==> src/rtl/adder_arbiter.sv <==
// Round-robin sharing of one registered adder among NUM_REQ valid/ready requesters; tags route each sum back to its owner.
// Define ADDER_ARBITER_STATS_EN to add saturating grant/stall counters (o_grant_cnt, o_stall_cnt).
module adder_arbiter #(
   parameter int NUM_REQ = 4,
   parameter int WIDTH   = 16,
   parameter int ADD_LAT = 1
) (
   input  logic                         clk,
   input  logic                         i_rst,
   input  logic [NUM_REQ-1:0]           i_req_valid,
   output logic [NUM_REQ-1:0]           o_req_ready,
   input  logic [NUM_REQ*WIDTH-1:0]     i_req_a,
   input  logic [NUM_REQ*WIDTH-1:0]     i_req_b,
   output logic [NUM_REQ-1:0]           o_rsp_valid,
   input  logic [NUM_REQ-1:0]           i_rsp_ready,
   output logic [NUM_REQ*(WIDTH+1)-1:0] o_rsp_sum,
   output logic [WIDTH-1:0]             o_add_a,
   output logic [WIDTH-1:0]             o_add_b,
   input  logic [WIDTH:0]               i_add_sum
`ifdef ADDER_ARBITER_STATS_EN
   ,
   output logic [31:0]                  o_grant_cnt,
   output logic [31:0]                  o_stall_cnt
`endif
);

   localparam int IDX_W = $clog2(NUM_REQ);

   typedef enum logic [1:0] {
      ST_IDLE,
      ST_INFLIGHT,
      ST_DONE
   } state_e;

   state_e             state_q [NUM_REQ];
   state_e             state_d [NUM_REQ];
   logic [IDX_W-1:0]   ptr_q, ptr_d;
   logic [WIDTH-1:0]   add_a_q, add_a_d;
   logic [WIDTH-1:0]   add_b_q, add_b_d;
   logic [ADD_LAT:0]   tag_vld_q;
   logic [IDX_W-1:0]   tag_idx_q [ADD_LAT+1];
   logic [WIDTH:0]     sum_q [NUM_REQ];

   logic [WIDTH-1:0]   req_a [NUM_REQ];
   logic [WIDTH-1:0]   req_b [NUM_REQ];
   logic [NUM_REQ-1:0] eligible;
   logic               grant_vld;
   logic [IDX_W-1:0]   grant_idx;
   logic [IDX_W-1:0]   cand;
   logic               ret_vld;
   logic [IDX_W-1:0]   ret_idx;

   always_comb begin
      o_rsp_sum = '0;
      for (int k = 0; k < NUM_REQ; k++) begin
         req_a[k]       = i_req_a[k*WIDTH +: WIDTH];
         req_b[k]       = i_req_b[k*WIDTH +: WIDTH];
         eligible[k]    = !i_rst && i_req_valid[k] && (state_q[k] == ST_IDLE);
         o_rsp_valid[k] = (state_q[k] == ST_DONE);
         o_rsp_sum[k*(WIDTH+1) +: WIDTH+1] = sum_q[k];
      end
   end

   // Round-robin scan starting at ptr_q; the first eligible requester wins.
   always_comb begin
      grant_vld = 1'b0;
      grant_idx = '0;
      cand      = ptr_q;
      for (int i = 0; i < NUM_REQ; i++) begin
         if (!grant_vld && eligible[cand]) begin
            grant_vld = 1'b1;
            grant_idx = cand;
         end
         cand = (cand == IDX_W'(NUM_REQ-1)) ? '0 : cand + IDX_W'(1);
      end
   end

   always_comb begin
      o_req_ready = '0;
      if (grant_vld) o_req_ready[grant_idx] = 1'b1;
      ptr_d   = ptr_q;
      add_a_d = '0;
      add_b_d = '0;
      if (grant_vld) begin
         ptr_d   = (grant_idx == IDX_W'(NUM_REQ-1)) ? '0 : grant_idx + IDX_W'(1);
         add_a_d = req_a[grant_idx];
         add_b_d = req_b[grant_idx];
      end
   end

   // Tag entry 0 travels with o_add_a/o_add_b; entry ADD_LAT lines up with a valid i_add_sum.
   assign ret_vld = tag_vld_q[ADD_LAT];
   assign ret_idx = tag_idx_q[ADD_LAT];

   always_comb begin
      for (int k = 0; k < NUM_REQ; k++) begin
         state_d[k] = state_q[k];
         case (state_q[k])
            ST_IDLE:     if (grant_vld && grant_idx == IDX_W'(k)) state_d[k] = ST_INFLIGHT;
            ST_INFLIGHT: if (ret_vld && ret_idx == IDX_W'(k))     state_d[k] = ST_DONE;
            ST_DONE:     if (i_rsp_ready[k])                      state_d[k] = ST_IDLE;
            default:                                              state_d[k] = ST_IDLE;
         endcase
      end
   end

   always_ff @(posedge clk) begin
      if (i_rst) begin
         for (int k = 0; k < NUM_REQ; k++) begin
            state_q[k] <= ST_IDLE;
            sum_q[k]   <= '0;
         end
         for (int s = 0; s <= ADD_LAT; s++) tag_idx_q[s] <= '0;
         tag_vld_q <= '0;
         ptr_q     <= '0;
         add_a_q   <= '0;
         add_b_q   <= '0;
      end else begin
         for (int k = 0; k < NUM_REQ; k++) state_q[k] <= state_d[k];
         tag_vld_q[0] <= grant_vld;
         tag_idx_q[0] <= grant_idx;
         for (int s = 1; s <= ADD_LAT; s++) begin
            tag_vld_q[s] <= tag_vld_q[s-1];
            tag_idx_q[s] <= tag_idx_q[s-1];
         end
         if (ret_vld) sum_q[ret_idx] <= i_add_sum;
         ptr_q   <= ptr_d;
         add_a_q <= add_a_d;
         add_b_q <= add_b_d;
      end
   end

   assign o_add_a = add_a_q;
   assign o_add_b = add_b_q;

   // A returning tag must belong to a requester that is still waiting for it.
   a_tag_owner_inflight : assert property (@(posedge clk) disable iff (i_rst)
      !(ret_vld && state_q[ret_idx] != ST_INFLIGHT));

`ifdef ADDER_ARBITER_STATS_EN
   logic [31:0] grant_cnt_q, grant_cnt_d;
   logic [31:0] stall_cnt_q, stall_cnt_d;

   always_comb begin
      grant_cnt_d = grant_cnt_q;
      stall_cnt_d = stall_cnt_q;
      if (grant_vld && grant_cnt_q != '1) grant_cnt_d = grant_cnt_q + 32'd1;
      if ((|i_req_valid) && !grant_vld && stall_cnt_q != '1) stall_cnt_d = stall_cnt_q + 32'd1;
   end

   always_ff @(posedge clk) begin
      if (i_rst) begin
         grant_cnt_q <= '0;
         stall_cnt_q <= '0;
      end else begin
         grant_cnt_q <= grant_cnt_d;
         stall_cnt_q <= stall_cnt_d;
      end
   end

   assign o_grant_cnt = grant_cnt_q;
   assign o_stall_cnt = stall_cnt_q;
`endif

endmodule
==> config.mk <==
export PLATFORM = sky130hd
export DESIGN_NAME = adder_arbiter
export DESIGN_NICKNAME = d
export VERILOG_FILES = /design/src/rtl/adder_arbiter.sv
export SDC_FILE = /design/constraint.sdc
export NUM_CORES = 1
export LEC_CHECK = 0
export CORE_MARGIN = 10
export CORE_UTILIZATION = 40
export DETAILED_ROUTE_END_ITERATION = 6
export PLACE_DENSITY = 0.84
export SLEW_MARGIN = 20
export SYNTH_ARGS = -nofsm -noshare
export SYNTH_HDL_FRONTEND = slang
export SYNTH_SLANG_ARGS = --single-unit
==> constraint.sdc <==
create_clock -name clk -period 3.2 [get_ports clk]
set_input_delay 0.48 -clock clk [delete_from_list [all_inputs] [get_ports clk]]
set_output_delay 0.48 -clock clk [all_outputs]
set_load 0.03 [all_outputs]
==> results.md <==
- Clk pwr share: 24.2%
- Hold EP: tag_idx_q[0][2]
- Global-route wire length before repair: 28800 µm
- Placer Congestion: 0.928
- Syn_nets: 587
- Latest clock arrival within the worst-skew pair: 400 ps
- Slowest cell on crit path: or4b_4
- Power Dens Cells: 926 nW/µm²
- Setup CP Type: in2out
- Worst Slack Setup Final: 39.1 ps
- Clock Path Buffers: 2
- Top FF cell, synth: edfxtp_1
- CTS buffer count: 17
- Vias in the first global route: 5074
- Worst Path Required: 2720 ps
- Leading area contributor after synthesis: edfxtp_1
- Cell Area, Placed: 8070 µm²
- Nets: 878
- Period utilization: 98.8%
- Initial antenna violation count: 1
- Post-synth EDFFs: 68
- CTS root buf: clkbuf_16
- Synthesized flop and latch total: 116
- CP arrival: 2680 ps
- DR WL/cell: 21.1 µm
- Asr flop ratio synth: 0%
- Antenna Nets Post-Route: 0
- Io pins: 263
- Gr usage total: 20.5%
- Overflow after GRT: 0
- CP top delay family: buffers and inverters
- Switching pwr: 2.97 mW
- Reg-to-reg slack, setup: 210 ps
- Buffers on Ports: 262
- Worst slew pin tran: 933 ps
- Reg2Reg Depth: 9
- Largest stage delay on the critical path: 500 ps
- WHS: 455 ps
- Synthesis Warnings: 0
- # H-tree levels: 4
- WHS Path Cells: 1
- Largest net degree at the start of global routing: 37
- Die area: 17800 µm²
- Initial core utilization: 40.8%
- Clk sinks: 116
- Drt first pass iters: 5
- Width of the die: 133 µm
- Max Slew Vio Count: 0
- HPWL Detailed: 14700 µm
- Critical path buffers and inverters: 5
- Most common cell after layout, fill and taps aside: clkdlybuf4s50_1
- Most frequent cells in the layout: clkdlybuf4s50_1 (256), nor2_1 (69), edfxtp_1 (68), dfxtp_1 (48), buf_4 (35)
- Pre-CTS WS: -474 ps
- Maximum clock rate: 0.316 GHz
- Maxcap violations: 0
- # rows: 41
- Layout cell share with drive strength beyond 1: 17.8%
- Register area share after synthesis: 58.4%
- Final WL: 19100 µm
- Final core utilization: 70.6%
- CP max FO: 4
- Clock transition at the registers of the reported paths: 50 ps
- Worst setup EP type: output port
- Hold path startpoint: tag_idx_q[0][0]
- Top-area cell type share of the netlist area: 39.7%
- Residual DRC count: 0
- Die H: 133 µm
- Crit. path cell count: 10
- Post-DR vias/cell: 5.31
- Core ar.: 12600 µm²
- Tmin final: 3160 ps
- Combinational power share: 50.5%
- Unrepaired setup endpoints after global routing: true
- Sw frac: 36.0%
- Cell variety after synth: 51
- Syn avg cell area: 11.9 µm²
- TritonCTS clock tree: done
- Ant. Diodes: 0
- Vias: 4818
- R2r startpoint: state_q[1][0]
- Crit Reg-Reg Endpoint: o_add_b[14]
- Sequential power share: 25.2%
- Status: finished clean
- Top area cells in the synthesized netlist: edfxtp_1 (40%), dfxtp_1 (19%), mux2_4 (7.9%)
- Area Overhead vs Synth: 73.1%
- Final Skew: 7.34 ps
- Mapped Area: 5140 µm²
- Final hold viol count: 0
- Setup violations, final: 0
- Crit path cell chain: clkdlybuf4s50_1, or4b_4, a311oi_2, o211a_1, o22a_1, buf_6, nand2_2, inv_2, buf_12, buf_8
- P_leak: 3.74 nW
- Critical Path Source Type: input port
- Relative slew margins: 37.6%
- Worst IR Drop VDD: 565 µV
- Fin area: 8900 µm²
- Post-Synthesis Cells: 431
- DRT iter0 DRCs: 469
- Hold WC Path Type: reg2reg
- Int Pwr: 5.28 mW
power groups by stage:
stage | combinational, mW | sequential (mW) | clock (mW)
2_1_floorplan | 1.96 | 2.61 | 0
3_3_place_gp | 3.75 | 2.09 | 0
3_5_place_dp | 3.85 | 2.10 | 0
4_1_cts | 4.10 | 2.07 | 2.02
5_1_grt | 4.37 | 2.11 | 2.09
6_report | 4.17 | 2.08 | 2.00
cell families (layout without fill, tap and decap cells):
| group | Yosys count | in the layout | synth area share [%] |
|---|---|---|---|
| AND/OR/NAND/NOR | 157 | 157 | 15.5 |
| flip-flops | 116 | 116 | 58.4 |
| AO/OA/AOI/OAI | 67 | 67 | 11.4 |
| buffers and inverters | 58 | 362 | 5.50 |
| multiplexers | 32 | 32 | 8.97 |
| adder cells (fa/ha/maj) | 1 | 1 | 0.243 |
how the worst max path moves through the flow:
| stage | start | to |
|---|---|---|
| after floorplan | i_rst | o_req_ready[3] |
| after global placement | i_rst | o_req_ready[1] |
| after detailed placement | i_rst | o_req_ready[0] |
| after CTS | i_req_valid[0] | o_req_ready[0] |
| after global routing | i_req_valid[0] | o_req_ready[2] |
| final | i_req_valid[3] | o_req_ready[2] |
cell type report:
type | count | area [µm²]
sequential | 116 | 3000
clock buffer | 18 | 429
clock inverter | 14 | 200
inverter | 25 | 96.3
multi-input combinational | 257 | 1930
timing repair buffer | 305 | 3030
fill | 865 | 3720
tap | 172 | 215
worst reg2reg max path, stage by stage (launching register included):
cell      delay [ps]
dfxtp_1          370
or4b_4           630
nor3b_4          240
a311oi_1          70
a221o_2          440
buf_6            140
buf_4            140
buf_12           170
mux2_4           370
a221o_1          300
through the flow:
step                setup TNS (ps)  total power, mW  instances
global route                 -94.9             8.56        907
detailed placement          -10020             5.95        863
CTS                              0             8.20        902
finish                           0             8.24        907
floorplan                        0             4.57        431
global placement             -6710             5.84        863
per-layer routing:
metal  global-route usage [%]  share of wire (%)  vias up
li1                         -                  -     2163
met1                     22.4                 38     2281
met2                     34.9                 49      333
met3                     9.06                 11       39
met4                     6.53                2.0        2
met5                        0              0.068        -
timing repair:
| item | in CTS | in global routing |
|---|---|---|
| setup endpoints to repair | 4 | 4 |
| gates resized for setup | 23 | 14 |
| setup buffers | 6 | 5 |
| pin swaps | 3 | 6 |
| hold buffers | 0 | 0 |
| endpoints found under the hold margin | 0 | 0 |
| gates cloned | 1 | 0 |
state kept, by name, indices dropped and copies added, names as in the netlist:
| register | flops |
|---|---|
| ptr_q | 2 |
| tag_vld_q | 2 |
| o_add_b | 16 |
| sum_q | 68 |
| state_q | 8 |
| tag_idx_q | 4 |
| o_add_a | 16 |
Yosys cell counts, types with 3 or more instances:
master,count
a221o_1,33
and3_1,32
o21ai_0,3
a21oi_1,8
nor2b_1,7
nand2_1,22
dfxtp_1,48
nor2_1,69
edfxtp_1,68
buf_2,7
inv_1,24
nand2b_1,5
nor3_1,5
mux2_4,27
nand3b_1,3
mux2_2,5
a22oi_1,6
clkbuf_1,19
Note: power is estimated with default switching activity, not from simulation.
